$ cat config.mk
export PLATFORM = sky130hd
export DESIGN_NAME = i2c_slave_regfile
export DESIGN_NICKNAME = d
export VERILOG_FILES = /design/src/rtl/i2c_pkg.sv /design/src/rtl/i2c_line_filter.sv /design/src/rtl/i2c_slave_regfile.sv
export SDC_FILE = /design/constraint.sdc
export NUM_CORES = 1
export LEC_CHECK = 0
export ABC_AREA = 1
export ABC_CLOCK_PERIOD_IN_PS = 3900
export BUFFER_PORTS_ARGS = -buffer_cell sky130_fd_sc_hd__buf_2
export CORE_MARGIN = 4
export CORE_UTILIZATION = 64
export CTS_CLUSTER_SIZE = 10
export DETAILED_ROUTE_END_ITERATION = 10
export GPL_ROUTABILITY_DRIVEN = 0
export PLACE_DENSITY = 0.9
export SYNTH_ARGS = -nofsm -noshare
export SYNTH_HDL_FRONTEND = slang
export SYNTH_HIERARCHICAL = 1
export SYNTH_SLANG_ARGS = --single-unit
$ cat constraint.sdc
create_clock -name clk -period 3.9 [get_ports clk]
set_input_delay 0.195 -clock clk [delete_from_list [all_inputs] [get_ports clk]]
set_output_delay 0.195 -clock clk [all_outputs]
set_load 0.01 [all_outputs]
$ cat src/rtl/i2c_pkg.sv
// Shared I2C definitions: FSM state encoding, bit-count type and ACK/NACK line levels.
package i2c_pkg;

  localparam int unsigned BitCntW = 4;
  typedef logic [BitCntW-1:0] bit_cnt_t;

  localparam bit_cnt_t LastBit  = bit_cnt_t'(7);
  localparam bit_cnt_t ByteDone = bit_cnt_t'(8);
  localparam bit_cnt_t AckDone  = bit_cnt_t'(9);

  localparam logic AckBit  = 1'b0;
  localparam logic NackBit = 1'b1;

  typedef enum logic [3:0] {
    StIdle,
    StAddr,
    StAddrAck,
    StPtr,
    StPtrAck,
    StWdata,
    StWdataAck,
    StRdata,
    StRdataAck,
    StWaitStop
  } i2c_state_e;

  // States in which the slave owns the 9th (ACK) bit.
  function automatic logic is_slave_ack_state(input i2c_state_e st);
    return (st == StAddrAck) || (st == StPtrAck) || (st == StWdataAck);
  endfunction

endpackage

$ cat src/rtl/i2c_line_filter.sv
// Two-flop synchroniser followed by a glitch filter; output follows the input only after
// FILTER_LEN consecutive equal samples, so input-to-output latency is 2+FILTER_LEN clocks.
module i2c_line_filter #(
  parameter int unsigned FILTER_LEN = 3
) (
  input  logic clk,
  input  logic rst_n,
  input  logic line_in,
  output logic line_out
);

  localparam int unsigned CntW = (FILTER_LEN > 1) ? $clog2(FILTER_LEN) : 1;

  logic            sync1_q;
  logic            sync2_q;
  logic [CntW-1:0] cnt_q;

  always_ff @(posedge clk) begin
    if (!rst_n) begin
      sync1_q  <= 1'b1;
      sync2_q  <= 1'b1;
      cnt_q    <= '0;
      line_out <= 1'b1;
    end else begin
      sync1_q <= line_in;
      sync2_q <= sync1_q;
      if (sync2_q == line_out) begin
        cnt_q <= '0;
      end else if (cnt_q == CntW'(FILTER_LEN - 1)) begin
        line_out <= sync2_q;
        cnt_q    <= '0;
      end else begin
        cnt_q <= cnt_q + 1'b1;
      end
    end
  end

endmodule

$ cat src/rtl/i2c_slave_regfile.sv
// I2C slave bridging a 7-bit bus address to a simple register file through an auto-incrementing
// pointer; no clock stretching, SDA driven open-drain via sda_oe.
module i2c_slave_regfile import i2c_pkg::*; #(
  parameter logic [6:0]  SLAVE_ADDR = 7'h42,
  parameter int unsigned NUM_REGS   = 16,
  parameter int unsigned FILTER_LEN = 3,
  localparam int unsigned AW = (NUM_REGS > 2) ? $clog2(NUM_REGS) : 1
) (
  input  logic          clk,
  input  logic          rst_n,
  input  logic          scl_in,
  input  logic          sda_in,
  output logic          sda_oe,
  output logic [AW-1:0] reg_addr,
  output logic          reg_wr_en,
  output logic [7:0]    reg_wr_data,
  output logic          reg_rd_en,
  input  logic [7:0]    reg_rd_data,
  output logic          busy
);

  logic       scl_f, sda_f;
  logic       scl_prev_q, sda_prev_q;
  i2c_state_e state_q;
  bit_cnt_t   bit_cnt_q;
  logic [7:0] sr_q, tx_q, sr_next;
  logic       rw_q, rd_cap_q;
  logic       scl_rise, scl_fall, start_det, stop_det, last_bit;

  i2c_line_filter #(.FILTER_LEN(FILTER_LEN)) u_scl_filter (
    .clk     (clk),
    .rst_n   (rst_n),
    .line_in (scl_in),
    .line_out(scl_f)
  );

  i2c_line_filter #(.FILTER_LEN(FILTER_LEN)) u_sda_filter (
    .clk     (clk),
    .rst_n   (rst_n),
    .line_in (sda_in),
    .line_out(sda_f)
  );

  function automatic logic [AW-1:0] ptr_next(input logic [AW-1:0] p);
    return (32'(p) == NUM_REGS - 1) ? '0 : p + 1'b1;
  endfunction

  always_comb begin
    scl_rise  = scl_f & ~scl_prev_q;
    scl_fall  = ~scl_f & scl_prev_q;
    start_det = scl_f & scl_prev_q & sda_prev_q & ~sda_f;
    stop_det  = scl_f & scl_prev_q & ~sda_prev_q & sda_f;
    sr_next   = {sr_q[6:0], sda_f};
    last_bit  = (bit_cnt_q == LastBit);
  end

  always_ff @(posedge clk) begin
    if (!rst_n) begin
      state_q     <= StIdle;
      bit_cnt_q   <= '0;
      sr_q        <= '0;
      tx_q        <= '0;
      rw_q        <= 1'b0;
      rd_cap_q    <= 1'b0;
      scl_prev_q  <= 1'b1;
      sda_prev_q  <= 1'b1;
      sda_oe      <= 1'b0;
      reg_addr    <= '0;
      reg_wr_en   <= 1'b0;
      reg_wr_data <= '0;
      reg_rd_en   <= 1'b0;
      busy        <= 1'b0;
    end else begin
      scl_prev_q <= scl_f;
      sda_prev_q <= sda_f;
      reg_wr_en  <= 1'b0;
      reg_rd_en  <= 1'b0;
      // Register file returns data one clock after the read strobe.
      rd_cap_q   <= reg_rd_en;
      if (rd_cap_q) tx_q <= reg_rd_data;
      if (reg_wr_en) reg_addr <= ptr_next(reg_addr);

      if (start_det) begin
        state_q   <= StAddr;
        bit_cnt_q <= '0;
        sda_oe    <= 1'b0;
      end else if (stop_det) begin
        state_q   <= StIdle;
        bit_cnt_q <= '0;
        sda_oe    <= 1'b0;
        busy      <= 1'b0;
      end else if (scl_rise) begin
        case (state_q)
          StAddr: begin
            sr_q      <= sr_next;
            bit_cnt_q <= bit_cnt_q + 1'b1;
            if (last_bit) begin
              if (sr_next[7:1] == SLAVE_ADDR) begin
                state_q <= StAddrAck;
                rw_q    <= sr_next[0];
                busy    <= 1'b1;
              end else begin
                state_q <= StWaitStop;
                busy    <= 1'b0;
              end
            end
          end
          StPtr: begin
            sr_q      <= sr_next;
            bit_cnt_q <= bit_cnt_q + 1'b1;
            if (last_bit) begin
              if (32'(sr_next) < NUM_REGS) begin
                reg_addr <= sr_next[AW-1:0];
                state_q  <= StPtrAck;
              end else begin
                state_q <= StWaitStop;
                busy    <= 1'b0;
              end
            end
          end
          StWdata: begin
            sr_q      <= sr_next;
            bit_cnt_q <= bit_cnt_q + 1'b1;
            if (last_bit) begin
              reg_wr_en   <= 1'b1;
              reg_wr_data <= sr_next;
              state_q     <= StWdataAck;
            end
          end
          StAddrAck, StPtrAck, StWdataAck: begin
            bit_cnt_q <= AckDone;
            if (state_q == StAddrAck && rw_q) reg_rd_en <= 1'b1;
          end
          StRdata: begin
            bit_cnt_q <= bit_cnt_q + 1'b1;
            if (last_bit) reg_addr <= ptr_next(reg_addr);
          end
          StRdataAck: begin
            if (sda_f == NackBit) begin
              state_q <= StWaitStop;
              busy    <= 1'b0;
            end else begin
              reg_rd_en <= 1'b1;
              bit_cnt_q <= AckDone;
            end
          end
          default: ;
        endcase
      end else if (scl_fall) begin
        if (is_slave_ack_state(state_q)) begin
          if (bit_cnt_q == ByteDone) begin
            sda_oe <= ~AckBit;
          end else if (bit_cnt_q == AckDone) begin
            bit_cnt_q <= '0;
            if (state_q == StAddrAck && rw_q) begin
              state_q <= StRdata;
              sda_oe  <= ~tx_q[7];
              tx_q    <= {tx_q[6:0], 1'b0};
            end else begin
              sda_oe  <= 1'b0;
              state_q <= (state_q == StAddrAck) ? StPtr : StWdata;
            end
          end
        end else if (state_q == StRdata) begin
          if (bit_cnt_q == ByteDone) begin
            sda_oe  <= 1'b0;
            state_q <= StRdataAck;
          end else begin
            sda_oe <= ~tx_q[7];
            tx_q   <= {tx_q[6:0], 1'b0};
          end
        end else if (state_q == StRdataAck && bit_cnt_q == AckDone) begin
          bit_cnt_q <= '0;
          state_q   <= StRdata;
          sda_oe    <= ~tx_q[7];
          tx_q      <= {tx_q[6:0], 1'b0};
        end
      end
    end
  end

endmodule

## Word-level counts from Yosys, hierarchy flattened

Index checks and enable logic that the tools add are counted.

- Register bits after elaboration: 53
- Output and inout bits: 16
- Logic and storage cells: 186
- Input port bits: 12

- Bitwise logic cells: 19
- $lt $le $gt $ge: 1
- Eq/ne operators: 41
- Mux-type cells: 68
- Reductions and logical operators: 30
- Add/subtract/negate cells: 4

Operator list:

| cell | count |
|---|---|
| $mux 4 | 30 |
| $mux 8 | 12 |
| $ne 3x3->1 const B | 9 |
| $eq 4x3->1 const B | 5 |
| $ne 5x5->1 const B | 4 |
| $reduce_and 10->1 | 2 |
| $mux 1 | 19 |
| $eq 4x4->1 const B | 4 |
| $pmux 4 s4 | 1 |
| $reduce_or 3->1 | 5 |
| $reduce_and 7->1 | 2 |
| $not 1->1 | 12 |
| $pmux 4 s3 | 1 |
| $reduce_bool 4->1 | 3 |
| $ne 5x4->1 const B | 2 |
| $ne 3x2->1 const B | 3 |
| $add 4x1->4 const B | 2 |
| $eq 4x2->1 const B | 2 |
| $lt 8x5->1 const B | 1 |
| $pmux 4 s2 | 1 |
| $reduce_and 4->1 | 2 |
| $reduce_or 4->1 | 2 |
| $and 1x1->1 | 7 |
| $eq 7x7->1 const B | 1 |
| 22 further kinds | 31 |

## Logic depth before layout (Yosys ltp)

- Depth after elaboration: 10
- Gate-level depth with buffers: 14
- Gate-level depth less buffers: 13

## Hierarchy

Netlist, hierarchy kept.

By module, submodules not included:

| module | times used | cells each | seq. area each (um^2) | area an instance (um^2) |
|---|---|---|---|---|
| i2c_slave_regfile | 1 | 387 | 860.8 | 2,612.5 |
| i2c_line_filter | 2 | 20 | 100.1 | 181.4 |

## Worst setup path after synthesis

OpenSTA, ideal clock, no wires.

- Path kind: register -> register
- From: register scl_prev_q
- To: register tx_q[5]
- Buffers on the path: 1
- Data required time: 3.779 ns
- Setup time: 0.121 ns
- Slack: 2.338 ns
- Period minus slack after synthesis: 1.562 ns
- Arrival time: 1.441 ns
- Stages on the path, launching flop included: 10
- Cell sequence: dfxtp_1 -> inv_1 -> ha_1 -> inv_2 -> buf_4 -> nand2_1 -> nor2_2 -> nand3_4 -> o21ai_1 -> a21oi_1

- Longest elaborated chain between the ends: 5
- Elaborated cells on any way between the ends: 12
- Those cells by class: mux (4); bitwise (8)

RTL lines:

| item | line | source |
|---|---|---|
| start: declaration | i2c_slave_regfile.sv:23 | `logic scl_prev_q, sda_prev_q;` |
| start signal: assignment | i2c_slave_regfile.sv:74 | `scl_prev_q <= scl_f;` |
| $and 1x1->1 (tied with other cells) | i2c_slave_regfile.sv:50 | `scl_fall = ~scl_f & scl_prev_q;` |
| $mux 8 (tied with other cells) | i2c_slave_regfile.sv:149 | `end else if (scl_fall) begin` |
| $mux 8 / $and 1x1->1 (equally long branches) | i2c_slave_regfile.sv:92, i2c_slave_regfile.sv:52 |  |
| $mux 8 | i2c_slave_regfile.sv:87 | `end else if (stop_det) begin` |
| $mux 8 (*) | i2c_slave_regfile.sv:83 | `if (start_det) begin` |
| end signal: assignment | i2c_slave_regfile.sv:80 | `if (rd_cap_q) tx_q <= reg_rd_data;` |
| end signal: assignment | i2c_slave_regfile.sv:158 | `tx_q <= {tx_q[6:0], 1'b0};` |
| end signal: assignment | i2c_slave_regfile.sv:170 | `tx_q <= {tx_q[6:0], 1'b0};` |
| end: declaration | i2c_slave_regfile.sv:26 | `logic [7:0] sr_q, tx_q, sr_next;` |

Every way passes the cells marked *; elsewhere a longest branch is shown, timed or not.
A chain may end at the register's enable or synchronous reset.

## Worst setup path in the final report

- From: register u_scl_filter.line_out
- To: register reg_wr_data[6]

- Longest elaborated chain between the ends: 5
- Elaborated cells on any way between the ends: 9
- Those cells by class: bitwise (8); reduce/logical (1)

RTL lines:

| item | line | source |
|---|---|---|
| start: declaration | i2c_line_filter.sv:9 | `output logic line_out` |
| start signal: assignment | i2c_line_filter.sv:30 | `line_out <= sync2_q;` |
| $and 1x1->1 | i2c_slave_regfile.sv:51, i2c_slave_regfile.sv:52 |  |
| $and 1x1->1, on equally long branches (2 in a row) | i2c_slave_regfile.sv:52, i2c_slave_regfile.sv:51 |  |
| $not 1->1 (no line) | -- |  |
| $reduce_and 5->1 (no line) (*) | -- |  |
| end signal: assignment | i2c_slave_regfile.sv:126 | `reg_wr_data <= sr_next;` |
| end: declaration | i2c_slave_regfile.sv:16 | `output logic [7:0] reg_wr_data,` |

Marks and branches as above.

==> summary.md <==
| Metric | Value |
|---|---|
| Yosys cell types | `38` |
| Vias/cell | `5.68` |
| First-pass DRT Iterations | `6` |
| Hold Vio Cnt, Final | `0` |
| Critical R2R Launch | `u_scl_filter/line_out` |
| ANT nets after route | `0` |
| WP data required | `4.12 ns` |
| Final min period | `2.09 ns` |
| Post-Syn Area | `2980 µm²` |
| Worst setup path class | `flop to flop` |
| Clk slew on worst S/H paths | `0.10 ns` |
| Share of the yosys chip area belonging to registers | `0.357` |
| Startpoint types | `flop` |
| Layout cell share with drive strength beyond 1 | `0.192` |
| First-pass GRT wire length | `11900 µm` |
| Hold Slack | `0.0592 ns` |
| Ant. Diodes | `0` |
| Top cells by count, synth | `92 x nand2_1, 53 x dfxtp_1, 46 x inv_1` |
| Nets | `474` |
| Hold Startpoint | `sda_in` |
| I/O Buffers | `27` |
| Power Internal | `685 µW` |
| Switching share of total power | `0.239` |
| Logic pwr share | `0.031` |
| Worst slew pin tran | `0.508 ns` |
| GR Overflow Total | `0` |
| Htree depth | `2` |
| Area grow syn2layout | `8.24%` |
| Count of yosys warnings during synthesis | `6` |
| Register share of total power | `0.606` |
| FP Rows | `24` |
| Fin crit share | `0.536` |
| Num CTS Buffers | `5` |
| Synth top area cells | `dfxtp_1 36%, nand2_1 12%, a21oi_1 6.7%, o21ai_0 5.9%, inv_1 5.8%` |
| Count leader, synth | `nand2_1` |
| CP Capture Type | `flop` |
| Residual DRC | `0` |
| Hold_buf cts | `0` |
| Largest fanout on the critical path | `15` |
| Synth async-reset ratio | `0` |
| Clock power share | `0.363` |
| HP Class | `primary input to flop` |
| Initial detailed-routing violation count | `305` |
| Routed WL | `6690 µm` |
| Final setup fails | `0` |
| Mean post-synth cell area | `6.97 µm²` |
| GRT Overall Usage | `0.240` |
| FF-to-FF setup slack | `1.81 ns` |
| VDD IR-drop max | `0.259 mV` |
| Core area | `4410 µm²` |
| Hpwl dp | `5000 µm` |
| Worst Hold End | `u_sda_filter/sync1_q` |
| Setup TNS | `0 ns` |
| Sw power | `216 µW` |
| Synth area leader | `dfxtp_1` |
| Pin count of the biggest net entering global routing | `32` |
| Worst-Skew Late Latency | `0.32 ns` |
| Die area | `5800 µm²` |
| Worst R2R Path Depth | `8` |
| Pins Over Slew Limit | `0` |
| FF+latch count, synth | `53` |
| Post-synth top area share | `0.357` |
| Initial Utilization | `0.674` |
| Critical path data arrival time | `2.31 ns` |
| Status | `finished, final reports clean` |
| Vias post-DR | `2875` |
| Initial antenna violation count | `0` |
| CTS tree | `done` |
| Clock Tree Root | `clkbuf_8` |
| EDFF count, synth | `0` |
| Setup bufs post-CTS | `0` |
| Largest buffer count on any clock path | `2` |
| Cell Pwr Density | `280 nW/µm²` |
| Post-CTS sizing | `0` |
| Routed len/inst | `13.2 µm` |
| CTS Sinks | `53` |
| Main flop type after synthesis | `dfxtp_1` |
| Die extent in x | `76.2 µm` |
| Mapped Cells | `427` |
| Leakage power | `0.00148 µW` |
| Hold depth | `2` |
| Unrepaired setup endpoints after global routing | `no` |
| Worst slew margin | `0.661` |
| Number of global-route vias before repair | `2735` |
| Max Clock Freq | `0.479 GHz` |
| Clk_skew | `0.00866 ns` |
| IO Pins | `28` |
| Syn Nets | `448` |
| Reg2reg end | `reg_wr_data[6]` |
| Max_cap viols | `0` |
| Die Y-Extent | `76.2 µm` |
[worst max-delay path by stage]
stage | startpoint | end | slack (ns) | cells past startpoint
floorplan | scl_prev_q | tx_q[5] | 2.34 | 9
global placement | u_scl_filter/line_out | reg_wr_data[6] | 1.97 | 8
detailed placement | u_scl_filter/line_out | reg_wr_data[6] | 1.84 | 8
CTS | u_scl_filter/line_out | reg_wr_data[6] | 1.82 | 8
global route | u_scl_filter/line_out | reg_wr_data[5] | 1.63 | 8
finish | u_scl_filter/line_out | reg_wr_data[6] | 1.81 | 8
[through the flow]
step	instances	area (µm²)	power, µW	util	worst slack (ns)
after floorplan	427	2980	576	-	2.34
after global placement	498	3130	585	0.708	1.97
after detailed placement	498	3130	586	0.708	1.84
after CTS	506	3220	907	0.730	1.82
after global routing	506	3220	934	0.730	1.63
final	506	3220	901	0.730	1.81
[cell type report]
cell class,instances,area (µm²)
clock buffer,5,68.8
inverter,54,209
clock inverter,3,26.3
sequential,53,1060
tap,52,65.1
fill,349,1190
multi-input combinational,312,1660
timing repair buffer,27,135
[cells by family after synthesis]
| kind of cell | synth area share |
|---|---|
| buffers and inverters | 0.0870 |
| multiplexers | 0.00673 |
| flip-flops | 0.357 |
| AND/OR/NAND/NOR | 0.356 |
| AO/OA/AOI/OAI | 0.156 |
| adder cells (fa/ha/maj) | 0.0378 |
[worst max-delay path: stages (launching register included)]
cell and delay, ns:
dfxtp_1 0.42, ha_1 0.51, inv_2 0.22, nor2_4 0.19, nand2_2 0.09, nor2_4 0.27
inv_1 0.12, nor2_1 0.11, nor2_1 0.06
[layer usage]
layer | part of all wire | vias to the layer above | global-route usage
met1 | 0.41 | 1269 | 0.280
met2 | 0.49 | 138 | 0.427
met5 | 0 | - | 0
li1 | - | 1441 | -
met3 | 0.068 | 27 | 0.0473
met4 | 0.028 | 0 | 0.0962
[flip-flops by register name (all words and copies together), names as in the netlist, 2 cells and up]
| register | count |
|---|---|
| reg_wr_data | 8 |
| tx_q | 8 |
| sr_q | 7 |
| bit_cnt_q | 4 |
| reg_addr | 4 |
| state_q | 4 |
| u_scl_filter/cnt_q | 2 |
| u_sda_filter/cnt_q | 2 |
[cells in the final DEF (no fill, tap or decap), drive strengths merged, types with 2 or more instances in the layout]
master and instances:
clkinv 2, o21ai 41, a21oi 41, or2 6
inv 53, clkbuf 5, mux2i 2, dfxtp 53
clkinvlp 2, nand3 32, nand4 11, buf 27
nand2 105, ha 9, nor2 57
[power groups by stage]
stage	sequential (µW)	clock [µW]	combinational, µW
global route	547	355	32.5
detailed placement	559	0	27.9
finish	546	327	28.4
floorplan	558	0	18.5
global placement	558	0	26.9
CTS	546	333	28.1
Power figures use the tool's default switching activity.
